==> src/rtl/register_file_pkg.sv <==
// Shared types and helpers for the multi-port register file.
// No timing of its own; the write-hit resolver is purely combinational.
package register_file_pkg;

  typedef enum logic {
    RF_INIT  = 1'b0,
    RF_READY = 1'b1
  } rf_state_t;

  // Upper bound on write ports that the hit resolver can see.
  localparam int RF_MAX_WR = 8;

  // Highest-index write port that hits, or -1 when none does.
  function automatic int rf_wr_select(input logic [RF_MAX_WR-1:0] hits);
    int sel;
    sel = -1;
    for (int j = 0; j < RF_MAX_WR; j++) begin
      if (hits[j]) sel = j;
    end
    return sel;
  endfunction

endpackage

==> src/rtl/register_file_mp_read_port.sv <==
// One registered read port: write-first bypass, zero-register mask, clear while sweeping.
// Latency 1 cycle; no backpressure, holds its data while the enable is low.
module rf_read_port
  import register_file_pkg::*;
#(
  parameter int WIDTH    = 32,
  parameter int AW       = 4,
  parameter int ZERO_REG = 0
) (
  input  logic             clk,
  input  logic             reset_n,
  input  logic             i_en,
  input  logic             i_clr,
  input  logic [AW-1:0]    i_addr,
  input  logic [WIDTH-1:0] i_mem_dat,
  input  logic             i_byp_vld,
  input  logic [WIDTH-1:0] i_byp_dat,
  output logic [WIDTH-1:0] o_rdata
);

  logic [WIDTH-1:0] r_rdata;
  logic             w_zero_hit;

  assign w_zero_hit = (ZERO_REG != 0) && (i_addr == '0);
  assign o_rdata    = r_rdata;

  always_ff @(posedge clk or negedge reset_n) begin
    if (!reset_n) begin
      r_rdata <= '0;
    end else if (i_clr) begin
      r_rdata <= '0;
    end else if (i_en) begin
      if (w_zero_hit)     r_rdata <= '0;
      else if (i_byp_vld) r_rdata <= i_byp_dat;
      else                r_rdata <= i_mem_dat;
    end
  end

endmodule

==> src/rtl/register_file_mp.sv <==
// Parametrised multi-port register file with clear sweep, write priority and read bypass.
// Read latency 1 cycle; no backpressure, ready is low for DEPTH cycles while the sweep runs.
module register_file_mp
  import register_file_pkg::*;
#(
  parameter  int WIDTH    = 32,
  parameter  int DEPTH    = 16,
  parameter  int NUM_RD   = 2,
  parameter  int NUM_WR   = 1,
  parameter  int ZERO_REG = 0,
  localparam int AW       = $clog2(DEPTH)
) (
  input  logic                    clk,
  input  logic                    reset_n,
  input  logic [NUM_RD-1:0]       read_en,
  input  logic [NUM_RD*AW-1:0]    raddr,
  output logic [NUM_RD*WIDTH-1:0] rdata,
  input  logic [NUM_WR-1:0]       write_en,
  input  logic [NUM_WR*AW-1:0]    waddr,
  input  logic [NUM_WR*WIDTH-1:0] wdata,
  input  logic                    init_req,
  output logic                    ready
);

  logic [WIDTH-1:0] r_mem [DEPTH];
  rf_state_t        r_state;
  logic [AW-1:0]    r_cnt;
  logic             r_ready;
  logic             w_run;

  assign w_run = (r_state == RF_READY);
  assign ready = r_ready;

  always_ff @(posedge clk or negedge reset_n) begin
    if (!reset_n) begin
      r_state <= RF_INIT;
      r_cnt   <= '0;
      r_ready <= 1'b0;
    end else begin
      case (r_state)
        RF_INIT: begin
          if (r_cnt == AW'(DEPTH - 1)) begin
            r_state <= RF_READY;
            r_cnt   <= '0;
            r_ready <= 1'b1;
          end else begin
            r_cnt <= r_cnt + 1'b1;
          end
        end
        default: begin
          if (init_req) begin
            r_state <= RF_INIT;
            r_cnt   <= '0;
            r_ready <= 1'b0;
          end
        end
      endcase
    end
  end

  // Later loop iterations override earlier ones, so the highest write port wins.
  always_ff @(posedge clk) begin
    if (!w_run) begin
      r_mem[r_cnt] <= '0;
    end else begin
      for (int j = 0; j < NUM_WR; j++) begin
        if (write_en[j] && !((ZERO_REG != 0) && (waddr[j*AW +: AW] == '0))) begin
          r_mem[waddr[j*AW +: AW]] <= wdata[j*WIDTH +: WIDTH];
        end
      end
    end
  end

  for (genvar i = 0; i < NUM_RD; i++) begin : g_rd
    logic [RF_MAX_WR-1:0] w_hits;
    logic [WIDTH-1:0]     w_byp_dat;
    int                   w_sel;

    always_comb begin
      w_hits    = '0;
      w_byp_dat = '0;
      for (int j = 0; j < NUM_WR; j++) begin
        w_hits[j] = w_run && write_en[j] && (waddr[j*AW +: AW] == raddr[i*AW +: AW]);
      end
      w_sel = rf_wr_select(w_hits);
      for (int j = 0; j < NUM_WR; j++) begin
        if (j == w_sel) w_byp_dat = wdata[j*WIDTH +: WIDTH];
      end
    end

    rf_read_port #(
      .WIDTH   (WIDTH),
      .AW      (AW),
      .ZERO_REG(ZERO_REG)
    ) u_rd (
      .clk      (clk),
      .reset_n  (reset_n),
      .i_en     (w_run & read_en[i]),
      .i_clr    (!w_run),
      .i_addr   (raddr[i*AW +: AW]),
      .i_mem_dat(r_mem[raddr[i*AW +: AW]]),
      .i_byp_vld(|w_hits),
      .i_byp_dat(w_byp_dat),
      .o_rdata  (rdata[i*WIDTH +: WIDTH])
    );
  end

endmodule
==> config.mk <==
export PLATFORM = sky130hd
export DESIGN_NAME = register_file_mp
export DESIGN_NICKNAME = d
export VERILOG_FILES = /design/src/rtl/register_file_pkg.sv /design/src/rtl/register_file_mp_read_port.sv /design/src/rtl/register_file_mp.sv
export SDC_FILE = /design/constraint.sdc
export NUM_CORES = 1
export LEC_CHECK = 0
export CAP_MARGIN = 20
export CORE_ASPECT_RATIO = 1.2
export CORE_MARGIN = 4
export CORE_UTILIZATION = 40
export CTS_BUF_LIST = sky130_fd_sc_hd__clkbuf_8
export DETAILED_ROUTE_END_ITERATION = 10
export GPL_TIMING_DRIVEN = 0
export HOLD_SLACK_MARGIN = 0.15
export SYNTH_ARGS = -nofsm -noshare
export SYNTH_HDL_FRONTEND = slang
export SYNTH_SLANG_ARGS = --single-unit
==> constraint.sdc <==
create_clock -name clk -period 3.85 [get_ports clk]
set_input_delay 0.77 -clock clk [delete_from_list [all_inputs] [get_ports clk]]
set_output_delay 0.77 -clock clk [all_outputs]
set_load 0.1 [all_outputs]
==> impl_metrics.json <==
{
  "grt_pass1_vias": 17030,
  "nets": 1680,
  "place_ws_ps": -286.2,
  "syn_area_per_cell_um2": 18.94,
  "dieArea_um2": 70300,
  "rsz0062_at_grt": "false",
  "die_w_um": 242.7,
  "vias": 16087,
  "cap_viol_max_count": 0,
  "synth.cell_area_um2": 26440,
  "h-tree-depth": 3,
  "dpl_cell_area_um2": 29220,
  "final_common_cell": "edfxtp_1",
  "intPower_uw": 12960,
  "arrival_ps": 4090,
  "p_comb_frac": 0.216,
  "ant_nets": 0,
  "grt_use_met2": 0.3936,
  "synth.distinct_cells": 34,
  "rows": 103,
  "critPathLaunchType": "input port",
  "timing.fmax_mhz": 283.1,
  "clockRootBuffer": "clkbuf_8",
  "grt_pass1_wl_um": 119500,
  "areaGrowthSynthToFinish_pct": 18.61,
  "fillCellCount": 5453,
  "leakage_uw": 0.01076,
  "drive_above_1_share": 0.2739,
  "yosysTopAreaCellShare": 0.5815,
  "worstPathRequired_ps": 4410,
  "critPathBufInv": 3,
  "drtPass1Iterations": 5,
  "grtUsageMet1": 0.3113,
  "clock_power_share": 0.324,
  "drc": 0,
  "crit_path_start": "raddr[3]",
  "min_path_type": "input port to asynchronous set/reset pin",
  "syn-num-nets": 1447,
  "wl_per_cell_um": 32.83,
  "powerDensity_nw_per_um2": 592.7,
  "clock_insertion_delay_worst_skew_ps": 700,
  "final_cells": 2554,
  "place_inst": 2369,
  "grt_max_degree": 55,
  "grt_overflow_total": 0,
  "clk_pin_slew_ps": 70,
  "numCtsBuffers": 96,
  "yosysWarnings": 0,
  "use_met3": 0.05029,
  "antenna_found_initial": 3,
  "cp_cell_sequence": "clkdlybuf4s50_1, buf_1, clkbuf_1, mux4_2, a22oi_1, nand2_1, a221o_1",
  "critPathTopFamily": "buffers and inverters",
  "slowest_delay_ps": 840,
  "die_h_um": 289.6,
  "wl_um": 83850,
  "post-route-util": 0.4781,
  "outcome": "completed",
  "fin_skew_ps": 39.95,
  "period_needed_ps": 3533,
  "core_area_um2": 65600,
  "cts_setup_buffers": 0,
  "drv_slew": 0,
  "cts_num_sinks": 582,
  "start_util": 0.4031,
  "setup_viol": 0,
  "final_cell_mix": "edfxtp_1 (512), mux4_2 (256), a22oi_1 (128)",
  "fin_crit_sh": 0.9175,
  "tns_ps": 0,
  "clockBufferDepth": 3,
  "critPathKind": "input port to flip-flop",
  "grt_busiest_layer": "met2",
  "dp_hpwl_um": 55610,
  "hold_viol": 0,
  "tightest_slew_ps": 1170,
  "ir_drop_v": 0.0004275,
  "io_pins": 115,
  "gp_congestion": 0.8154,
  "swShare": 0.3029,
  "synthTopCellsByArea": "edfxtp_1 (58%), mux4_2 (22%), dfrtp_1 (6.6%)",
  "switchingPower_uw": 5630,
  "grt_use_total": 0.2373,
  "slew_headroom": 0.2201,
  "tritoncts": "yes",
  "yosys.area.top_type": "edfxtp_1",
  "slowest_stage": "clkbuf_1",
  "timing.rr.start": "r_state",
  "final.setup.worst_slack_ps": 317.5,
  "worst-path-max-fanout": 10,
  "drt_iter0_drc": 1631,
  "cp-end-kind": "flip-flop",
  "postLayoutCellArea_um2": 31360,
  "ys_ff_latch": 582,
  "io_buffers": 112,
  "syn_inst": 1396,
  "vias_per_cell": 6.299,
  "seq_area_frac_synth": 0.6477,
  "seqPwrFrac": 0.460
}
==> sequential cells by signal, indices dropped and copies added, names as in the netlist <==
| signal | count |
|---|---|
| r_mem | 512 |
| ready | 1 |
| r_cnt | 4 |
| g_rd.u_rd.o_rdata | 64 |
| r_state | 1 |
==> power groups by stage <==
stage	clock network, uW	registers [uW]	logic (uW)
6_report	6020	8540	4020
5_1_grt	6380	8620	4170
4_1_cts	6080	8530	4020
3_5_place_dp	0	8660	4010
3_3_place_gp	0	8680	3540
2_1_floorplan	0	8890	1920
==> synth_stat cells <==
library cell,number
nand3_1,1
buf_1,20
and2_1,66
mux4_2,256
nor3_1,4
o41a_1,1
ha_1,1
buf_4,12
o21ai_0,3
edfxtp_1,512
dfrtp_1,70
buf_6,16
a31oi_1,4
nor2_1,21
buf_2,2
nor3b_1,2
nand3b_1,1
inv_1,6
a22oi_1,128
a41oi_1,2
xor2_1,8
nor2b_1,7
a221o_1,64
o22ai_1,3
clkbuf_1,70
a21oi_1,4
xnor2_1,1
and3_1,34
mux2i_1,1
a32oi_1,1
and2_0,1
nor4_1,2
a21boi_0,1
nand2_1,71
==> per-stage QoR <==
stage	power (uW)	hold slack, ps
floorplan	10810	474.4
global placement	12220	569.5
detailed placement	12670	563.5
CTS	18630	468.4
global route	19180	511.4
finish	18590	496.4
==> kinds of logic (layout without fill, tap and decap cells) <==
logic type | Yosys count | count (layout) | synth area share
compound gates | 211 | 211 | 0.06526
xor+xnor | 9 | 9 | 0.002981
fa+ha+maj | 1 | 1 | 0.0004731
buf+inv | 126 | 442 | 0.02423
flops | 582 | 582 | 0.6477
mux | 257 | 257 | 0.2184
other cells | 0 | 2 | 0
simple gates | 210 | 210 | 0.04089
==> layer usage <==
metal,vias to the layer above,share of wire
li1,6460,-
met1,8533,0.39
met2,922,0.49
met3,172,0.090
met4,0,0.034
met5,-,0
==> what timing repair did <==
item / in CTS / in global routing
endpoints found under the hold margin: 16 / 0
hold buffers: 1 / 0
resized for setup: 0 / 0
==> cell type report <==
| type | instances | area, um2 | area share |
|---|---|---|---|
| flip-flops and latches | 582 | 17130 | 0.5461 |
| multi-input cells | 688 | 8793 | 0.2804 |
| repair buffers | 135 | 1624 | 0.05179 |
| clock buffers | 104 | 1431 | 0.04564 |
| well taps | 840 | 1051 | 0.03351 |
| clock inverters | 77 | 688.2 | 0.02194 |
| plain buffers | 120 | 618.1 | 0.01971 |
| inverters | 6 | 22.52 | 0.0007182 |
| diodes | 2 | 5.005 | 0.0001596 |
==> final timing paths <==
path                                             to  slack, ps  cells past startpoint
max                        g_rd[0].u_rd.o_rdata[15]        320                      7
min                        g_rd[0].u_rd.o_rdata[24]        500                      2
max reg2reg                            r_mem[5][23]        410                      5
min reg2reg                 g_rd[0].u_rd.o_rdata[8]        580                      2
max in group asynchronous   g_rd[1].u_rd.o_rdata[7]       2660                      3
min in group clk            g_rd[0].u_rd.o_rdata[8]        580                      2
Note: power is estimated with default switching activity, not from simulation.
